`src/rtl/rr_mux_arbiter_8.sv`:
```
// Round-robin arbiter for an 8-to-1 single-bit mux path.
// Grants one requester at a time for a burst of up to BURST_LEN beats under valid/ready.
module rr_mux_arbiter_8 #(
    parameter int BURST_LEN = 4,
    parameter int CNT_W     = 8
) (
    input  logic       clk,
    input  logic       rst,
    input  logic [7:0] req,
    input  logic [7:0] data_in,
    output logic [7:0] grant,
    output logic [2:0] sel,
    output logic       out_valid,
    output logic       out_data,
    input  logic       out_ready,
    output logic [7:0] beat_ack
);

    typedef enum logic {IDLE, BUSY} state_t;

    localparam logic [CNT_W-1:0] LAST_BEAT = CNT_W'(BURST_LEN - 1);

    state_t           state, state_n;
    logic [7:0]       grant_n;
    logic [2:0]       sel_n;
    logic [2:0]       ptr, ptr_n;
    logic [CNT_W-1:0] cnt, cnt_n;
    logic [2:0]       winner;
    logic [2:0]       idx;
    logic             found;
    logic             busy;
    logic             xfer;

    assign busy      = (state == BUSY);
    assign out_valid = busy & req[sel];
    assign out_data  = busy & data_in[sel];
    assign xfer      = out_valid & out_ready;
    assign beat_ack  = grant & {8{xfer}};

    // Priority scan starting at ptr, wrapping modulo 8.
    always_comb begin
        winner = 3'd0;
        found  = 1'b0;
        idx    = 3'd0;
        for (int i = 0; i < 8; i++) begin
            idx = ptr + i[2:0];
            if (!found && req[idx]) begin
                winner = idx;
                found  = 1'b1;
            end
        end
    end

    always_comb begin
        state_n = state;
        grant_n = grant;
        sel_n   = sel;
        ptr_n   = ptr;
        cnt_n   = cnt;
        case (state)
            IDLE: begin
                if (found) begin
                    state_n = BUSY;
                    sel_n   = winner;
                    grant_n = 8'd1 << winner;
                    cnt_n   = '0;
                end
            end
            BUSY: begin
                // A dropped request releases immediately, even mid-burst.
                if ((xfer && (cnt == LAST_BEAT)) || !req[sel]) begin
                    state_n = IDLE;
                    grant_n = 8'd0;
                    ptr_n   = sel + 3'd1;
                    cnt_n   = '0;
                end else if (xfer) begin
                    cnt_n = cnt + 1'b1;
                end
            end
            default: begin
                state_n = IDLE;
                grant_n = 8'd0;
            end
        endcase
    end

    always_ff @(posedge clk) begin
        if (rst) begin
            state <= IDLE;
            grant <= 8'd0;
            sel   <= 3'd0;
            ptr   <= 3'd0;
            cnt   <= '0;
        end else begin
            state <= state_n;
            grant <= grant_n;
            sel   <= sel_n;
            ptr   <= ptr_n;
            cnt   <= cnt_n;
        end
    end

endmodule

```
`config.mk`:
```
export PLATFORM = sky130hd
export DESIGN_NAME = rr_mux_arbiter_8
export DESIGN_NICKNAME = d
export VERILOG_FILES = /design/src/rtl/rr_mux_arbiter_8.sv
export SDC_FILE = /design/constraint.sdc
export NUM_CORES = 1
export LEC_CHECK = 0
export ABC_AREA = 1
export CAP_MARGIN = 40
export CORE_MARGIN = 2
export CORE_UTILIZATION = 39
export DETAILED_ROUTE_END_ITERATION = 10
export HOLD_SLACK_MARGIN = 0.12
export MAX_ROUTING_LAYER = met4
export PLACE_DENSITY_LB_ADDON = 0.08
export SYNTH_ARGS = -nofsm -noshare
export SYNTH_HDL_FRONTEND = slang
export SYNTH_SLANG_ARGS = --single-unit
export TNS_END_PERCENT = 50
```
`constraint.sdc`:
```
create_clock -name clk -period 2.83 [get_ports clk]
set_input_delay 0.4245 -clock clk [delete_from_list [all_inputs] [get_ports clk]]
set_output_delay 0.4245 -clock clk [all_outputs]
set_load 0.02 [all_outputs]
```
### Yosys cells after proc, flatten, opt, wreduce, memory -nomap -nowiden

Index checks and enable logic that the tools add are counted.

* eq/ne operators: 4
* muxes and demuxes: 46
* reduce and logical (&&, ||, !) cells: 21
* bitwise gates (word level): 5
* magnitude comparators: 9
* add/subtract/negate cells: 9
* shift-type cells: 1

Operator list (count)
* 8-bit two-way mux: 5
* 3-bit by 4-bit < comparator with 1-bit output (second input constant): 9
* 8-bit one-hot mux with 2 select lines: 2
* 1-bit binary-select mux with 3-bit select: 10
* 3-bit two-way mux: 8
* 1-bit two-way mux: 20
* 3-bit adder (second input constant): 4
* 8-bit by 1-bit adder with 8-bit output (second input constant): 1
* 8-bit AND: 1
* 8-bit by 2-bit equality test with 1-bit output (second input constant): 1
* 1-bit logical AND: 8
* 1-bit zero test: 8
* 2-bit AND reduction: 4
* 1-bit by 3-bit << shifter with 8-bit output (first input constant): 1
* 3-bit by 1-bit adder with 3-bit output (second input constant): 2
* 3-bit by 2-bit adder with 3-bit output (second input constant): 2
* 1-bit AND: 3
* 3-bit by 1-bit inequality test with 1-bit output (second input constant): 1
* 2-bit by 1-bit inequality test with 1-bit output (second input constant): 1
* 2-bit inequality test (second input constant): 1
* 1-bit one-hot mux with 2 select lines: 1
* 1-bit logical OR: 1
* 1-bit inverter: 1

* word-level logic and storage cells: 100
* register bits after elaboration: 23
* output and inout bits: 21
* input port bits: 19

### Logic depth before layout (Yosys ltp)

Gate-level depths: netlist of run 1.

* depth in word-level cells: 27
* depth in mapped cells: 20
* mapped depth without buffers: 19

### Least setup slack after synthesis of run 1

Ideal clock, no wire load.

* path kind: register to register
* from: register ptr[0]
* to: register grant[2]
* path slack: 0.338 ns
* cell stages (with the launch flop): 19
* path buffers: 1
* setup time: 0.065 ns
* arrival: 2.427 ns
* required time: 2.765 ns
* clock period less this slack: 2.492 ns
* path through: dfxtp_1 inv_2 buf_6 ha_1 inv_1 nand3_2 nand3_2 nand2_4 nor2_8 nand4_4 nor2_8 nand3_4 nand2_4 nand2_4 nand2_4 inv_2 nor2_1 nor2_1 nor2_1

* cells in the longest elaborated chain, start to end: 27
* elaborated cells between the ends (all ways): 58
* classes of those cells: 7 x add/sub; 1 x eq/ne; 1 x shift; 34 x mux; 15 x reduce/logical

RTL lines
* start, declared: RTL line 26 `logic [2:0] ptr, ptr_n;`
* start signal, assigned: RTL line 98 `ptr <= ptr_n;`
* branches (longest 27 deep; another with 3-bit by 1-bit adder with 3-bit output)
* end signal, assigned: RTL line 96 `grant <= grant_n;`
* end, declared: RTL line 11 `output logic [7:0] grant,`

Several ways; the timed one is not identified. The select of a mux whose other input is x is not followed.
A chain may end at the register's enable or synchronous reset.

### Worst setup path in the final report of run 1

* from: input port req[2]
* to: output port out_valid

* cells in the longest elaborated chain, start to end: 3

RTL lines
* start, declared: RTL line 9 `input logic [7:0] req,`
* 1-bit binary-select mux with 3-bit select: RTL line 35 `assign out_valid = busy & req[sel];`
* 1-bit two-way mux (not written as such): RTL line 35
* 1-bit AND: RTL line 35
* end, declared: RTL line 13 `output logic out_valid,`

Every way passes these cells. The select of a mux whose other input is x is not followed.

==> results of run 1 <==
-- placed cells by master, fill, tap and decap left out, types with 2 or more instances in the layout --
cell type / synthesis / final
clkdlybuf4s50_1: 0 / 31
inv_1: 35 / 34
o21ai_0: 19 / 19
o221ai_1: 2 / 2
o21bai_1: 2 / 2
xor2_1: 5 / 5
dlygate4sd2_1: 0 / 8
ha_1: 4 / 4
nor3_1: 4 / 4
clkbuf_8: 0 / 3
a21oi_1: 15 / 15
nand4_1: 12 / 12
buf_4: 2 / 17
nand3_1: 38 / 38
dfxtp_1: 23 / 23
xnor2_2: 2 / 2
nand3_2: 5 / 5
nand2_4: 4 / 4
nand2_1: 68 / 67
nor2_8: 2 / 2
a31oi_1: 2 / 2
xnor2_1: 4 / 4
inv_2: 6 / 7
nor2_1: 59 / 58
nand2_2: 6 / 7
-- synthesized netlist by cell type (all sizes together) (5+ instances only) --
master	n	area, µm²
nand2	78	337.8
nor2	61	261.5
nand3	44	257.8
inv	41	153.9
dfxtp	23	460.4
o21ai	19	95.09
a21oi	16	83.83
nand4	13	96.34
xnor2	6	67.56
buf	5	42.53
xor2	5	43.79
-- routing by layer --
metal  vias up  share of wire, %  track usage [%]
li1       1198                 -                -
met1       993                51            25.81
met2        36                46            30.35
met3         2               3.1            2.588
met4         0              0.32            2.182
met5         -                 0                -
-- final cells by class --
cell class	count	area, µm²
clock buffer	3	41.29
tap	70	87.58
multi-input combinational	262	1405
timing repair buffer	56	508.0
sequential	23	460.4
fill	554	2440
inverter	42	157.7
clock inverter	1	7.507
-- report_power, final --
part	internal [W]	switching, W	total [W]
Sequential	0.000403	0.0000850	0.000488
Clock	0.0000995	0.000107	0.000206
Combinational	0.000770	0.00147	0.00224
Total	0.00127	0.00166	0.00294
-- through the flow --
| step | setup slack (ns) | setup TNS [ns] | power, W | cells | cell area, µm² |
|---|---|---|---|---|---|
| 6_report | 0.1446 | 0 | 0.002935 | 457 | 2668 |
| 3_3_place_gp | -0.02774 | -0.1991 | 0.002718 | 453 | 2624 |
| 2_1_floorplan | 0.3381 | 0 | 0.002134 | 333 | 2064 |
| 3_5_place_dp | -0.09206 | -0.5344 | 0.002736 | 453 | 2624 |
| 5_1_grt | 0.04091 | 0 | 0.003255 | 457 | 2668 |
| 4_1_cts | 0.1205 | 0 | 0.002951 | 457 | 2665 |
-- state kept, by name, indices dropped and copies added, names as in the netlist --
signal	flops
busy	1
grant	8
cnt	8
ptr	3
sel	3
-- kinds of logic after synthesis --
group	Yosys count
XOR/XNOR	11
adder cells (fa/ha/maj)	4
AO/OA/AOI/OAI	43
buffers and inverters	48
flip-flops	23
AND/OR/NAND/NOR	204
-- worst max-delay path: stages --
cell and delay (ns):
clkdlybuf4s50_1 0.51, o21ai_0 0.09, o221ai_1 0.21, nand2_1 0.15
nor2_2 0.15, buf_4 0.14, clkdlybuf4s50_1 0.59
-- worst paths after layout --
kind,start,end,slack (ns)
worst max-delay path,req[2],out_valid,0.14
worst max register to register,ptr[1],grant[3],0.36
worst min-delay path,grant[5],grant[5],0.48
worst min register to register,grant[5],grant[5],0.48
-- what timing repair did --
| action | 4_1_cts | 5_1_grt |
|---|---|---|
| gates resized for setup | 9 | 2 |
| pin swaps | 0 | 0 |
| endpoints found under the setup margin | 8 | 2 |
| endpoints found under the hold margin | 0 | 0 |
==> impl_metrics.prom, run 1 <==
# TYPE chip_impl_metric gauge
chip_impl_metric{name="hold-worst-slack",unit="ns"} 0.4825
chip_impl_metric{name="synth.avg_cell_area",unit="µm²"} 6.200
chip_impl_metric{name="cts.sinks",unit=""} 23
chip_impl_metric{name="area_delta_synth_final",unit="%"} 29.21
chip_impl_metric{name="worstSkewPairLatency",unit="ns"} 0.26
chip_impl_metric{name="simple_gate_share_of_the_synthesized_area",unit="%"} 48.48
chip_impl_metric{name="postSynthRegisterBits",unit=""} 23
chip_impl_metric{name="cts_stage_hold_buffer_count",unit=""} 0
chip_impl_metric{name="globalRouteOverflowTotal",unit=""} 0
chip_impl_metric{name="slew_headroom",unit="%"} 72.63
chip_impl_metric{name="drt-initial-drc-count",unit=""} 132
chip_impl_metric{name="largest_net_degree_at_the_start_of_global_routing",unit=""} 15
chip_impl_info{name="critPathLaunchType",value="input pin"} 1
chip_impl_metric{name="route.final.wire_length",unit="µm"} 5288
chip_impl_info{name="critPathCaptureType",value="output port"} 1
chip_impl_metric{name="postLayoutCoreUtil",unit="%"} 52.23
chip_impl_metric{name="drt_first_pass_iters",unit=""} 4
chip_impl_info{name="synth_ff_type",value="dfxtp_1"} 1
chip_impl_metric{name="sequential_area_share_after_synthesis",unit="%"} 22.30
chip_impl_metric{name="grt_first_pass_wirelength",unit="µm"} 9004
chip_impl_metric{name="max_clock_freq",unit="MHz"} 372.4
chip_impl_metric{name="place.gp.congestion",unit=""} 0.9190
chip_impl_metric{name="start_util",unit="%"} 40.42
chip_impl_metric{name="timing.final.max_slew_violations",unit=""} 0
chip_impl_metric{name="synth_compound_gate_area_share",unit="%"} 11.52
chip_impl_info{name="run_status",value="completed"} 1
chip_impl_metric{name="synth.yosys.warnings",unit=""} 0
chip_impl_info{name="cts_tree",value="yes"} 1
chip_impl_metric{name="antenna_violations_before_repair",unit=""} 0
chip_impl_metric{name="cp_data_required_time",unit="ns"} 2.41
chip_impl_metric{name="number_of_vias_in_the_routed_layout",unit=""} 2229
chip_impl_metric{name="floorplan.die_area",unit="µm²"} 5891
chip_impl_metric{name="clock-skew-final",unit="ns"} 0.007189
chip_impl_metric{name="final-hold-violation-count",unit=""} 0
chip_impl_metric{name="post_synth_xor_area_fraction",unit="%"} 5.394
chip_impl_info{name="clock-root-buffer",value="clkbuf_8"} 1
chip_impl_metric{name="period_needed",unit="ns"} 2.685
chip_impl_metric{name="placement.io_buffers",unit=""} 39
chip_impl_metric{name="cellPowerDensity",unit="nW/µm²"} 1100
chip_impl_metric{name="multiplexer_fraction_of_the_synthesized_cell_area",unit="%"} 0
chip_impl_metric{name="timing.max_cap.violations",unit=""} 0
chip_impl_metric{name="via_density",unit=""} 4.877
chip_impl_metric{name="die_span_in_x",unit="µm"} 76.76
chip_impl_metric{name="std_cell_rows",unit=""} 26
chip_impl_metric{name="post-cts-setup-buffer-count",unit=""} 0
chip_impl_metric{name="drive_gt1_share",unit="%"} 13.44
chip_impl_metric{name="grt_usage",unit="%"} 18.79
chip_impl_info{name="unrepaired_setup_endpoints_after_global_routing",value="no"} 1
chip_impl_metric{name="number_of_design_rule_violations_left_after_detail_routing",unit=""} 0
chip_impl_metric{name="period_share",unit="%"} 94.89
chip_impl_metric{name="syn_nets",unit=""} 356
chip_impl_metric{name="p_leak",unit="nW"} 1.234
chip_impl_metric{name="cts.htree.levels",unit=""} 1
chip_impl_metric{name="finish.net_count",unit=""} 411
chip_impl_metric{name="routed_wire_length_per_instance",unit="µm"} 11.57
chip_impl_metric{name="ys_async_sr_fraction",unit="%"} 0
chip_impl_metric{name="setup-violations-final",unit=""} 0
chip_impl_metric{name="vias_in_the_first_global_route",unit=""} 1967
chip_impl_info{name="critical_path_class",value="input pin to output port"} 1
chip_impl_metric{name="fp.coreArea",unit="µm²"} 5107
chip_impl_metric{name="crit_fanout",unit=""} 3
chip_impl_metric{name="tritoncts.num_buffers",unit=""} 3
chip_impl_metric{name="yosys.area_share.adder",unit="%"} 2.424
chip_impl_info{name="largest_family_of_logic_cells_by_synthesized_area",value="simple AND/OR/NAND/NOR gates"} 1
chip_impl_metric{name="num_antenna_cells",unit=""} 0
chip_impl_metric{name="r2r_cells",unit=""} 17
chip_impl_metric{name="die_h",unit="µm"} 76.76
chip_impl_metric{name="edff_count_synth",unit=""} 0
chip_impl_info{name="hold_path.class",value="flip-flop to flip-flop"} 1
chip_impl_metric{name="vdd_ir_drop_max",unit="V"} 0.0004257
chip_impl_metric{name="cts-root-to-sink-buffers",unit=""} 2
chip_impl_metric{name="antenna_left",unit=""} 0
chip_impl_metric{name="clock_transition_at_the_registers_of_the_reported_paths",unit="ns"} 0.08
chip_impl_metric{name="number_of_standard_cells_after_synthesis",unit=""} 333
chip_impl_metric{name="ys_types",unit=""} 35
chip_impl_metric{name="mappedNetlistArea",unit="µm²"} 2064
chip_impl_metric{name="detailedPlacementHpwl",unit="µm"} 4310
chip_impl_metric{name="worst_hold_path_stage_count",unit=""} 2
chip_impl_metric{name="worst-endpoint-arrival",unit="ns"} 2.26
chip_impl_metric{name="worst_pin_slew",unit="ns"} 0.4100
chip_impl_metric{name="design.portCount",unit=""} 40
No activity file was read; power rests on OpenSTA's default activity.
==> run 2, diff against run 1 <==
- PLACE_DENSITY: unset -> 0.64
- PLACE_DENSITY_LB_ADDON: 0.08 -> unset
==> run 2 against run 1 <==
  * Non-clock buffer count unchanged
  * Fmax rose by 0.93%
  * Power shrank 0.49%
  * Clock skew is 0.0045 ns lower
  * Largest cell class unchanged
==> impl_metrics.prom, run 2 (synthesis gave the netlist of run 1 again) <==
# TYPE chip_impl_metric gauge
chip_impl_info{name="run_status",value="completed"} 1
chip_impl_metric{name="max_clock_freq",unit="MHz"} 375.9
chip_impl_info{name="biggestRegsByFlops",value="cnt x8, grant x8"} 1
chip_impl_metric{name="number_of_vias_in_the_routed_layout",unit=""} 2271
chip_impl_metric{name="fp.coreArea",unit="µm²"} 5107
chip_impl_info{name="unrepaired_setup_endpoints_after_global_routing",value="no"} 1
chip_impl_info{name="commonest_non_fill_non_tap_cells_in_the_layout",value="nand2_1, nor2_1, nand3_1, inv_1, clkdlybuf4s50_1"} 1
chip_impl_info{name="worst_path_max_delay_cell",value="clkdlybuf4s50_1"} 1
chip_impl_metric{name="globalRouteOverflowTotal",unit=""} 0
chip_impl_metric{name="largest_net_degree_at_the_start_of_global_routing",unit=""} 15
chip_impl_metric{name="routed_wire_length_per_instance",unit="µm"} 11.44
chip_impl_metric{name="die_h",unit="µm"} 76.76
chip_impl_metric{name="seq_area",unit="µm²"} 460.4
chip_impl_metric{name="timing.max_cap.violations",unit=""} 0
chip_impl_metric{name="drt_first_pass_iters",unit=""} 4
chip_impl_info{name="worstPathCellList",value="clkdlybuf4s50_1 -> o21ai_0 -> o221ai_1 -> nand2_1 -> nor2_1 -> buf_4 -> clkdlybuf4s50_1"} 1
chip_impl_metric{name="finish.net_count",unit=""} 411
chip_impl_metric{name="critical_path_buf_inv_count",unit=""} 3
chip_impl_info{name="hold_path.class",value="flip-flop to flip-flop"} 1
chip_impl_metric{name="vias_in_the_first_global_route",unit=""} 2118
chip_impl_metric{name="worst_pin_slew",unit="ns"} 0.3799
chip_impl_metric{name="detailedPlacementHpwl",unit="µm"} 4220
chip_impl_metric{name="clock-skew-final",unit="ns"} 0.002680
chip_impl_metric{name="worstSkewPairLatency",unit="ns"} 0.26
chip_impl_metric{name="grt_first_pass_wirelength",unit="µm"} 9315
chip_impl_metric{name="setup-violations-final",unit=""} 0
chip_impl_metric{name="cts-root-to-sink-buffers",unit=""} 2
chip_impl_metric{name="cts.sinks",unit=""} 23
chip_impl_metric{name="clock_transition_at_the_registers_of_the_reported_paths",unit="ns"} 0.08
chip_impl_metric{name="timing.final.max_slew_violations",unit=""} 0
chip_impl_metric{name="antenna_violations_before_repair",unit=""} 0
chip_impl_metric{name="number_of_design_rule_violations_left_after_detail_routing",unit=""} 0
chip_impl_info{name="critical_path_s_most_frequent_cell",value="clkdlybuf4s50_1"} 1
chip_impl_metric{name="grt_usage",unit="%"} 19.22
chip_impl_metric{name="design.portCount",unit=""} 40
chip_impl_metric{name="power_total",unit="W"} 0.002921
chip_impl_metric{name="floorplan.die_area",unit="µm²"} 5891
chip_impl_metric{name="route.final.wire_length",unit="µm"} 5229
chip_impl_info{name="critPathLaunchType",value="input pin"} 1
chip_impl_metric{name="vdd_ir_drop_max",unit="V"} 0.0005272
chip_impl_metric{name="tritoncts.num_buffers",unit=""} 3
chip_impl_metric{name="start_util",unit="%"} 40.42
chip_impl_info{name="critical_path.top_delay_family",value="buffers and inverters"} 1
chip_impl_metric{name="final-hold-violation-count",unit=""} 0
chip_impl_metric{name="area_delta_synth_final",unit="%"} 30.36
chip_impl_info{name="critical_path_class",value="input pin to output port"} 1
chip_impl_metric{name="critical_path.max_stage_delay",unit="ns"} 0.59
chip_impl_info{name="critPathCaptureType",value="output port"} 1
chip_impl_metric{name="via_density",unit=""} 4.969
chip_impl_metric{name="cts_stage_hold_buffer_count",unit=""} 0
chip_impl_metric{name="crit_fanout",unit=""} 3
chip_impl_info{name="clock-root-buffer",value="clkbuf_8"} 1
chip_impl_metric{name="num_antenna_cells",unit=""} 0
chip_impl_metric{name="slew_headroom",unit="%"} 74.58
chip_impl_metric{name="drive_gt1_share",unit="%"} 12.66
chip_impl_metric{name="p_leak",unit="nW"} 1.347
chip_impl_metric{name="postLayoutCoreUtil",unit="%"} 52.69
chip_impl_metric{name="placement.io_buffers",unit=""} 39
chip_impl_metric{name="filler_cell_count",unit=""} 537
chip_impl_info{name="mostFrequentLayoutCell",value="nand2_1"} 1
chip_impl_metric{name="drt-initial-drc-count",unit=""} 119
chip_impl_metric{name="period_needed",unit="ns"} 2.661
chip_impl_metric{name="multi_input_comb_area",unit="µm²"} 1403
chip_impl_metric{name="cp_data_required_time",unit="ns"} 2.41
chip_impl_metric{name="antenna_left",unit=""} 0
chip_impl_metric{name="die_span_in_x",unit="µm"} 76.76
chip_impl_metric{name="cellPowerDensity",unit="nW/µm²"} 1085
chip_impl_metric{name="cts.htree.levels",unit=""} 1
chip_impl_metric{name="place.gp.congestion",unit=""} 0.9444
chip_impl_metric{name="std_cell_rows",unit=""} 26
chip_impl_info{name="cts_tree",value="yes"} 1
chip_impl_metric{name="period_share",unit="%"} 94.02
chip_impl_metric{name="worst-endpoint-arrival",unit="ns"} 2.24
[run 2: stage by stage]
| stage | setup WS, ns | instances | TNS [ns] | hold slack, ns | instance area (µm²) |
|---|---|---|---|---|---|
| after detailed placement | -0.06375 | 453 | -0.4176 | 0.4712 | 2624 |
| final | 0.1694 | 457 | 0 | 0.4807 | 2691 |
| after global routing | 0.0007037 | 457 | 0 | 0.5159 | 2691 |
| after global placement | -0.02776 | 453 | -0.2041 | 0.4727 | 2624 |
| after floorplan | 0.3381 | 333 | 0 | 0.4688 | 2064 |
| after CTS | 0.0007048 | 457 | 0 | 0.4837 | 2671 |
[run 2: timing repair]
| action | 4_1_cts | 5_1_grt |
|---|---|---|
| endpoints found under the hold margin | 0 | 0 |
| gates cloned | 0 | 0 |
| gates resized for setup | 1 | 8 |
| endpoints found under the setup margin | 8 | 8 |
| setup buffers | 0 | 0 |
[run 2: metal layers]
layer  GRT usage, %  share of wire (%)  routed length [µm]  vias to the layer above
li1               -                  -                   -                     1205
met1          25.20                 48                2528                     1012
met2          31.58                 47                2437                       52
met3          2.588                4.6                 241                        2
met4          4.182               0.40                  21                        0
met5              -                  0                   0                        -
[run 2: worst paths after layout]
check | to | start | cells past startpoint | slack [ns]
max reg2reg | cnt[0] | ptr[1] | 15 | 0.27
min | grant[5] | grant[5] | 2 | 0.48
max | out_valid | req[2] | 7 | 0.17
min reg2reg | grant[5] | grant[5] | 2 | 0.48
[run 2: worst min-delay path, stage by stage (launching register included)]
cell and delay [ns]:
dfxtp_1 0.32, nand2_1 0.06, a21oi_1 0.05
[run 2: layout make-up]
class / count / area share (%)
multi-input cells: 262 / 52.12
repair buffers: 56 / 19.99
flip-flops and latches: 23 / 17.11
inverters: 42 / 5.858
clock buffers: 4 / 1.674
well taps: 70 / 3.254
[run 2: report_power, final]
group / internal [W] / leakage [nW] / switching, W
Sequential: 0.000404 / 0.188 / 0.0000786
Clock: 0.000100 / 0.0228 / 0.000102
Combinational: 0.000774 / 1.14 / 0.00146
==> run 3, diff against run 2 <==
- MAX_ROUTING_LAYER: met4 -> unset
- clock period: 2.83 -> 3.25 ns (I/O delays scaled with it)
==> run 3 against run 2 <==
  * Die area is the same
  * Hold slack better by 0.0079 ns
  * Power fell by 11%
  * Clock power decreased by 11%
  * Clock skew is 0.0058 ns higher
  * Register-to-register slack improved by 0.48 ns
  * Combinational power fell by 12%
  * Critical path type unchanged
  * Largest cell class unchanged
  * Highest routed layer unchanged
==> impl_metrics.prom, run 3 (synthesis gave the netlist of run 1 again) <==
# TYPE chip_impl_metric gauge
chip_impl_metric{name="drive_gt1_share",unit="%"} 11.32
chip_impl_metric{name="timing.max_cap.violations",unit=""} 0
chip_impl_metric{name="power_total",unit="W"} 0.002586
chip_impl_metric{name="detailedPlacementHpwl",unit="µm"} 4197
chip_impl_metric{name="die_span_in_x",unit="µm"} 76.76
chip_impl_metric{name="slew_headroom",unit="%"} 64.43
chip_impl_metric{name="fin_tns_setup",unit="ns"} 0
chip_impl_info{name="commonest_non_fill_non_tap_cells_in_the_layout",value="nand2_1, nor2_1, clkdlybuf4s50_1, nand3_1, inv_1"} 1
chip_impl_metric{name="route.final.wire_length",unit="µm"} 5324
chip_impl_info{name="clock-root-buffer",value="clkbuf_8"} 1
chip_impl_info{name="run_status",value="completed"} 1
chip_impl_metric{name="layout_setup_ws",unit="ns"} 0.2650
chip_impl_metric{name="setup-violations-final",unit=""} 0
chip_impl_metric{name="r2r_setup_slack",unit="ns"} 0.75
chip_impl_metric{name="cts-root-to-sink-buffers",unit=""} 2
chip_impl_metric{name="worst_pin_slew",unit="ns"} 0.5329
chip_impl_metric{name="cellPowerDensity",unit="nW/µm²"} 986.9
chip_impl_info{name="rr_endpoint",value="grant[7]"} 1
chip_impl_metric{name="fp.coreArea",unit="µm²"} 5107
chip_impl_metric{name="tritoncts.num_buffers",unit=""} 3
chip_impl_metric{name="num_antenna_cells",unit=""} 0
chip_impl_metric{name="finish.net_count",unit=""} 404
chip_impl_metric{name="antenna_left",unit=""} 0
chip_impl_metric{name="via_density",unit=""} 4.940
chip_impl_metric{name="vias_in_the_first_global_route",unit=""} 2117
chip_impl_metric{name="drt_first_pass_iters",unit=""} 4
chip_impl_metric{name="cts.sinks",unit=""} 23
chip_impl_info{name="hp-start",value="grant[1]"} 1
chip_impl_metric{name="globalRouteOverflowTotal",unit=""} 0
chip_impl_metric{name="clock_transition_at_the_registers_of_the_reported_paths",unit="ns"} 0.09
chip_impl_info{name="critPathLaunchType",value="input pin"} 1
chip_impl_metric{name="preCtsSetupSlack",unit="ns"} 0.2130
chip_impl_metric{name="crit_fanout",unit=""} 8
chip_impl_metric{name="max_clock_freq",unit="MHz"} 335.0
chip_impl_metric{name="layout.cell_area.non_filler",unit="µm²"} 2620
chip_impl_info{name="critPathCaptureType",value="output port"} 1
chip_impl_metric{name="start_util",unit="%"} 40.42
chip_impl_metric{name="placedCellCount",unit=""} 446
chip_impl_info{name="regToRegStartpoint",value="ptr[0]"} 1
chip_impl_metric{name="grt_usage",unit="%"} 19.27
chip_impl_metric{name="routed_wire_length_per_instance",unit="µm"} 11.83
chip_impl_info{name="hold_path.class",value="flip-flop to flip-flop"} 1
chip_impl_metric{name="floorplan.die_area",unit="µm²"} 5891
chip_impl_metric{name="r2r_cells",unit=""} 17
chip_impl_metric{name="period_share",unit="%"} 91.85
chip_impl_metric{name="number_of_vias_in_the_routed_layout",unit=""} 2223
chip_impl_metric{name="clock-skew-final",unit="ns"} 0.008493
chip_impl_metric{name="finalNonFillerCells",unit=""} 450
chip_impl_metric{name="placement.io_buffers",unit=""} 39
chip_impl_metric{name="post-cts-setup-buffer-count",unit=""} 0
chip_impl_metric{name="place.gp.congestion",unit=""} 0.8553
chip_impl_info{name="capture_endpoint_of_the_worst_hold_path",value="grant[1]"} 1
chip_impl_info{name="unrepaired_setup_endpoints_after_global_routing",value="no"} 1
chip_impl_metric{name="timing.final.max_slew_violations",unit=""} 0
chip_impl_metric{name="placedInstanceArea",unit="µm²"} 2571
chip_impl_metric{name="antenna_violations_before_repair",unit=""} 0
chip_impl_metric{name="area_delta_synth_final",unit="%"} 26.91
chip_impl_metric{name="worst-endpoint-arrival",unit="ns"} 2.50
chip_impl_metric{name="grt_first_pass_wirelength",unit="µm"} 9501
chip_impl_metric{name="worstSkewPairLatency",unit="ns"} 0.27
chip_impl_info{name="cts_tree",value="yes"} 1
chip_impl_metric{name="die_h",unit="µm"} 76.76
chip_impl_metric{name="p_leak",unit="nW"} 1.165
chip_impl_info{name="critical_path_class",value="input pin to output port"} 1
chip_impl_metric{name="worst_hold_path_stage_count",unit=""} 2
chip_impl_info{name="mostFrequentLayoutCell",value="nand2_1"} 1
chip_impl_metric{name="cts.htree.levels",unit=""} 1
chip_impl_metric{name="drt-initial-drc-count",unit=""} 134
chip_impl_metric{name="largest_net_degree_at_the_start_of_global_routing",unit=""} 15
chip_impl_metric{name="std_cell_rows",unit=""} 26
chip_impl_metric{name="cp_data_required_time",unit="ns"} 2.76
chip_impl_metric{name="number_of_design_rule_violations_left_after_detail_routing",unit=""} 0
chip_impl_metric{name="design.portCount",unit=""} 40
chip_impl_info{name="biggestRegsByFlops",value="cnt x8, grant x8"} 1
chip_impl_metric{name="vdd_ir_drop_max",unit="V"} 0.0004711
chip_impl_metric{name="final-hold-violation-count",unit=""} 0
chip_impl_metric{name="period_needed",unit="ns"} 2.985
-- run 3: changes by cell type in the layout (fill, tap and decap cells not counted), sizes merged --
cell and delta:
buf -7, clkdlybuf4s50 +8, dlymetal6s2s -8, clkbuf -1, clkinv +1
-- run 3: per-layer routing --
layer / track usage, % / part of all wire [%] / wire (µm)
met5: 0 / 0 / 0
met4: 2.727 / 0.26 / 14
met2: 33.77 / 46 / 2457
met3: 2.706 / 2.9 / 152
met1: 25.59 / 51 / 2699
-- run 3: area by class of cell --
type | instances | area [µm²]
tap | 70 | 87.58
clock inverter | 1 | 5.005
fill | 539 | 2487
clock buffer | 3 | 41.29
inverter | 42 | 157.7
multi-input combinational | 262 | 1403
timing repair buffer | 49 | 465.4
sequential | 23 | 460.4
-- run 3: critical path: stages --
cell	delay, ns
clkdlybuf4s50_1	0.51
o21ai_0	0.10
o221ai_1	0.20
nand2_1	0.13
nor2_1	0.18
nand2_2	0.16
nor2_1	0.12
clkdlybuf4s50_1	0.61
-- run 3: worst max-delay path by stage --
stage	startpoint	endpoint
6_report	req[2]	beat_ack[3]
5_1_grt	req[2]	beat_ack[2]
4_1_cts	req[2]	beat_ack[3]
3_5_place_dp	req[2]	beat_ack[3]
3_3_place_gp	req[5]	beat_ack[3]
2_1_floorplan	ptr[0]	grant[2]
-- run 3: report_power, final --
part / switching [W] / leakage, nW / internal [W]
Clock: 0.0000957 / 0.0255 / 0.0000857
Sequential: 0.0000739 / 0.188 / 0.000351
Combinational: 0.00129 / 0.952 / 0.000689
-- run 3: repair_timing --
action                                  in CTS  in global routing
gates resized for setup                      0                  1
hold buffers                                 0                  0
endpoints found under the setup margin       0                  8
-- run 3: metrics by stage --
step / hold WS, ns / utilization (%)
5_1_grt: 0.5129 / 51.30
6_report: 0.4887 / 51.30
3_3_place_gp: 0.4730 / 50.34
3_5_place_dp: 0.4785 / 50.34
4_1_cts: 0.4922 / 51.25
2_1_floorplan: 0.4688 / -
